--- src/rtl/uart_defs.sv ---
// Shared definitions for the PC-report UART transmitter: report width,
// default baud divisor and the frame FSM state encoding.
package uart_defs;

   localparam int SendToPC         = 39;
   localparam int SendToPCSize     = 40;
   localparam int CLKS_PER_BIT_DEF = 434;

   localparam logic [2:0] ST_IDLE  = 3'd0;
   localparam logic [2:0] ST_START = 3'd1;
   localparam logic [2:0] ST_DATA  = 3'd2;
   localparam logic [2:0] ST_STOP  = 3'd3;
   localparam logic [2:0] ST_DONE  = 3'd4;

   typedef enum logic [2:0] {
      IDLE  = ST_IDLE,
      START = ST_START,
      DATA  = ST_DATA,
      STOP  = ST_STOP,
      DONE  = ST_DONE
   } uart_state_t;

endpackage

--- src/rtl/uart_baud_tick.sv ---
// Bit-period timer: counts 0..CLKS_PER_BIT-1 and pulses tick on the last
// cycle of each bit; restart holds the count at zero between frames.
module uart_baud_tick #(
   parameter int CLKS_PER_BIT = 434
) (
   input  logic clk,
   input  logic rst,
   input  logic restart,
   output logic tick
);

   localparam int CNT_W = $clog2(CLKS_PER_BIT);
   localparam logic [CNT_W-1:0] LAST_CNT = CNT_W'(CLKS_PER_BIT - 1);

   logic [CNT_W-1:0] cnt;

   assign tick = !restart && (cnt == LAST_CNT);

   always_ff @(posedge clk or negedge rst) begin
      if (!rst) begin
         cnt <= '0;
      end else if (restart || tick) begin
         cnt <= '0;
      end else begin
         cnt <= cnt + CNT_W'(1);
      end
   end

endmodule

--- src/rtl/uart_frame_tx.sv ---
// Sends a latched DATA_W-bit report as NBYTES 8N1 bytes, MSB byte first,
// LSB-first bits, under a four-phase send/send_done handshake.
module uart_frame_tx
   import uart_defs::*;
#(
   parameter int CLKS_PER_BIT = CLKS_PER_BIT_DEF,
   parameter int DATA_W       = SendToPCSize,
   parameter int NBYTES       = DATA_W / 8
) (
   input  logic              clk,
   input  logic              rst,
   input  logic              send,
   input  logic [DATA_W-1:0] data,
   output logic              send_done,
   output logic              tx,
   output logic              busy
);

   localparam int BYTE_W = $clog2(NBYTES) + 1;
   localparam logic [BYTE_W-1:0] LAST_BYTE = BYTE_W'(NBYTES - 1);

   uart_state_t       state, state_next;
   logic [DATA_W-1:0] shreg, shreg_next;
   logic [2:0]        bit_idx, bit_idx_next;
   logic [BYTE_W-1:0] byte_idx, byte_idx_next;
   logic              tx_next, busy_next, done_next;
   logic              tick, restart;
   logic [7:0]        cur_byte;

   assign cur_byte = shreg[DATA_W-1 -: 8];

   // Baud timer only runs while a frame is on the line.
   assign restart = (state == IDLE) || (state == DONE);

   uart_baud_tick #(
      .CLKS_PER_BIT(CLKS_PER_BIT)
   ) u_baud (
      .clk    (clk),
      .rst    (rst),
      .restart(restart),
      .tick   (tick)
   );

   always_ff @(posedge clk or negedge rst) begin
      if (!rst) begin
         state     <= IDLE;
         shreg     <= '0;
         bit_idx   <= '0;
         byte_idx  <= '0;
         tx        <= 1'b1;
         busy      <= 1'b0;
         send_done <= 1'b0;
      end else begin
         state     <= state_next;
         shreg     <= shreg_next;
         bit_idx   <= bit_idx_next;
         byte_idx  <= byte_idx_next;
         tx        <= tx_next;
         busy      <= busy_next;
         send_done <= done_next;
      end
   end

   // Outputs are computed for the next state so they land registered in it.
   always_comb begin
      state_next    = state;
      shreg_next    = shreg;
      bit_idx_next  = bit_idx;
      byte_idx_next = byte_idx;
      tx_next       = tx;
      busy_next     = busy;
      done_next     = send_done;
      case (state)
         IDLE: begin
            if (send) begin
               state_next    = START;
               shreg_next    = data;
               byte_idx_next = '0;
               bit_idx_next  = '0;
               tx_next       = 1'b0;
               busy_next     = 1'b1;
               done_next     = 1'b0;
            end
         end
         START: begin
            if (tick) begin
               state_next   = DATA;
               bit_idx_next = '0;
               tx_next      = cur_byte[0];
            end
         end
         DATA: begin
            if (tick) begin
               if (bit_idx == 3'd7) begin
                  state_next = STOP;
                  tx_next    = 1'b1;
               end else begin
                  bit_idx_next = bit_idx + 3'd1;
                  tx_next      = cur_byte[bit_idx + 3'd1];
               end
            end
         end
         STOP: begin
            if (tick) begin
               if (byte_idx != LAST_BYTE) begin
                  state_next    = START;
                  shreg_next    = shreg << 8;
                  byte_idx_next = byte_idx + BYTE_W'(1);
                  tx_next       = 1'b0;
               end else begin
                  state_next = DONE;
                  tx_next    = 1'b1;
                  busy_next  = 1'b0;
                  done_next  = 1'b1;
               end
            end
         end
         DONE: begin
            tx_next   = 1'b1;
            busy_next = 1'b0;
            if (!send) begin
               state_next = IDLE;
               done_next  = 1'b0;
            end
         end
         default: begin
            state_next = IDLE;
            tx_next    = 1'b1;
            busy_next  = 1'b0;
            done_next  = 1'b0;
         end
      endcase
   end

endmodule

--- config.mk ---
export PLATFORM = sky130hd
export DESIGN_NAME = uart_frame_tx
export DESIGN_NICKNAME = d
export VERILOG_FILES = /design/src/rtl/uart_defs.sv /design/src/rtl/uart_baud_tick.sv /design/src/rtl/uart_frame_tx.sv
export SDC_FILE = /design/constraint.sdc
export NUM_CORES = 1
export LEC_CHECK = 0
export ABC_AREA = 1
export CELL_PAD_IN_SITES_DETAIL_PLACEMENT = 0
export CELL_PAD_IN_SITES_GLOBAL_PLACEMENT = 2
export CORE_ASPECT_RATIO = 1.25
export CORE_MARGIN = 2
export CORE_UTILIZATION = 31
export DETAILED_ROUTE_END_ITERATION = 16
export GPL_TIMING_DRIVEN = 0
export PLACE_DENSITY_LB_ADDON = 0.1
export RECOVER_POWER = 25
export SLEW_MARGIN = 5
export SYNTH_ARGS = -nofsm -noshare
export SYNTH_HDL_FRONTEND = slang
export SYNTH_SLANG_ARGS = --single-unit
--- constraint.sdc ---
create_clock -name clk -period 2 [get_ports clk]
set_clock_uncertainty 0.1 [all_clocks]
set_input_delay 0.3 -clock clk [delete_from_list [all_inputs] [get_ports clk]]
set_output_delay 0.3 -clock clk [all_outputs]
set_load 0.01 [all_outputs]
==> impl_metrics.yaml <==
die:
  dieHeight_um: 117
  core_area_mm2: 0.0100
  die_w_um: 94.2
  num_io_pins: 46
  num_rows: 41
  start_util_pct: 31.5
  dieArea_mm2: 0.0110
yosys:
  synth_compound_area_share_pct: 5.16
  synth_top_family_by_area: "simple AND/OR/NAND/NOR gates"
  synth-simple-area-share_pct: 36.4
  synth_cells: 432
  yosysUniqueCellTypes: 28
  yosys_warnings: 0
  synth_area_leaders: "dfrtp_1 (48%), nand2_1 (27%), nand3_1 (4.3%)"
  syn_nets: 481
  yosysSeqAreaShare_pct: 49.3
  ys_ff_latch: 62
  synth.avg_cell_area_um2: 7.30
  yosysTopAreaCell: "dfrtp_1"
  synthAdderAreaFrac_pct: 2.38
  synth_top_cell_area_share_pct: 48.4
  yosys.area_share.xor_xnor_pct: 0.834
  syn_area_mm2: 0.00315
  synth.area.mux_share_pct: 0
clock_tree:
  cts_buffer_depth: 2
  cts_htree_levels: 3
  cts_inserted_buffers: 9
  ctsRootBufferMaster: "clkbuf_16"
  clk_pin_slew_ps: 50
  clk_latency_ps: 330
  clock-sinks: 62
  cts_tree: "done"
sta:
  fmax_mhz: 548
  hold_viol: 0
  worst_slew_pin_slew_ps: 875
  max_slew_margin_pct: 41.6
  fin_crit_sh_pct: 91.2
  period_needed_ps: 1820
  finalWorstSetupSlack_ps: 176
  holdWs_ps: 366
  slew_viol_final: 0
  setup_viol: 0
  rsz0062_at_grt: "false"
setup_path:
  worst-path-buf-inv: 4
  endpoint_kind: "flop"
  arrival_ps: 1930
  cp_top_family: "buffers and inverters"
  worstPathRequired_ps: 2100
  worst-path-max-fanout: 10
  worstSetupStartpointType: "flop"
  max_stage_delay_ps: 400
  cp_cell_sequence: "inv_2 -> ha_1 -> nand2_1 -> o21ai_2 -> nand2_1 -> inv_2 -> nor2_4 -> buf_12 -> clkbuf_4 -> nand2_1 -> o21ai_0"
  cp_common_cell: "nand2_1"
  path_class: "flop to flop"
  r2r_slack_ps: 180
  crit_slowest_cell: "dfrtp_1"
layout:
  area_growth_syn_to_layout_pct: 30.6
  nets: 541
  antenna_cells: 0
  final_cell_mix: "nand2_1 (226), dfrtp_1 (61), clkdlybuf4s50_1 (44), nand3_1 (27), inv_1 (24)"
  drive_gt1_share_pct: 8.69
  final_area_mm2: 0.00412
  layout.cells.non_filler: 624
  mostFrequentLayoutCell: "nand2_1"
worst_hold_path:
  hp-class: "flop to flop"
routing:
  drt-initial-drc-count: 114
  drc_errors: 0
  first_pass_iters: 4
  post_drt_wl_per_cell_um: 12.8
  drt-vias-per-instance: 4.46
  vias: 2786
  drtAntennaViolNets: 0
  routed_wl_um: 8000
global_routing:
  grt_pass1_wl_um: 13700
  grt_max_degree: 63
  grt_pass1_vias: 2772
  antenna_found_initial: 0
  track_usage_pct: 16.6
  overflow: 0
placed_design:
  place_area_mm2: 0.00376
  io_buffers: 45
  preCtsSetupSlack_ps: -72.3
  gp_congestion: 0.790
  hpwl_um: 5850
  post-place-cells: 606
pwr:
  peakVddDrop_mv: 0.566
  leakage_nw: 2.16
  p_total_mw: 6.09
  power.density_mw_per_mm2: 1480
status:
  status: "finished clean"
run:
  drv_cap: 0
-- cells by family after synthesis --
logic type,count (synthesis)
and+or+nand+nor,284
DFF,62
buffers and inverters,46
AOI/OAI and AO/OA,31
adders and majority gates,6
xor gates and xnor gates,3
-- timing repair --
item / 4_1_cts / 5_1_grt
setup endpoints to repair: 30 / 45
hold buffers: 1 / 0
endpoints found under the hold margin: 1 / 0
gates cloned: 0 / 0
pin swaps: 1 / 1
gates resized for setup: 0 / 15
setup buffers: 2 / 2
-- cells in the mapped netlist (all sizes together) --
library cell	instances
nand2	228
dfrtp	61
inv	29
nand3	28
o21ai	25
nor2	16
buf	13
ha	6
a21oi	4
clkbuf	4
nor3	4
nand3b	3
nor3b	2
xor2	2
a31oi	1
and3	1
dfstp	1
nand4	1
o21a	1
or2	1
xnor2	1
-- stage by stage --
stage	TNS [ps]	utilization (%)
3_5_place_dp	-1420	37.6
6_report	0	41.1
2_1_floorplan	0	-
3_3_place_gp	-104540	37.6
5_1_grt	0	41.1
4_1_cts	0	40.7
-- final timing paths --
path,cells past startpoint,start,endpoint
max in group asynchronous,2,rst,shreg[24]$_DFFE_PN0P_
min,2,shreg[27]$_DFFE_PN0P_,shreg[27]$_DFFE_PN0P_
min in group asynchronous,2,rst,u_baud.cnt[2]$_DFF_PN0_
min reg2reg,2,shreg[27]$_DFFE_PN0P_,shreg[27]$_DFFE_PN0P_
max,11,byte_idx[0]$_DFFE_PN0P_,shreg[19]$_DFFE_PN0P_
max reg2reg,11,byte_idx[0]$_DFFE_PN0P_,shreg[19]$_DFFE_PN0P_
-- where the power goes --
part | switching, mW | internal [mW] | leakage (nW)
clock | 0.513 | 0.922 | 0.138
sequential | 0.265 | 1.77 | 0.790
combinational | 1.64 | 0.977 | 1.23
total | 2.42 | 3.67 | 2.16
-- worst min-delay path, stage by stage (launching register included) --
cell     delay, ps
dfrtp_1        330
nand2_1         50
nand2_1         50
-- cell type report --
| type | instances | area, um2 |
|---|---|---|
| flip-flops and latches | 62 | 1550 |
| inverters | 29 | 109 |
| plain buffers | 16 | 92.6 |
| well taps | 129 | 161 |
| repair buffers | 50 | 500 |
| fillers | 1064 | 5890 |
| clock inverters | 1 | 5.00 |
| clock buffers | 13 | 270 |
| multi-input cells | 324 | 1420 |
-- metal layers --
layer	track usage, %	up-vias	routed length [um]
met4	8.70	0	199
met5	0	-	0
li1	-	1458	-
met2	28.5	50	4010
met3	2.71	12	225
met1	20.1	1266	3570
-- registers in the layout (all words and copies together) (netlist names) --
name	flops
bit_idx	3
tx	1
send_done	1
byte_idx	4
u_baud.cnt	9
state	3
busy	1
shreg	40
No activity file was read; power rests on OpenSTA's default activity.
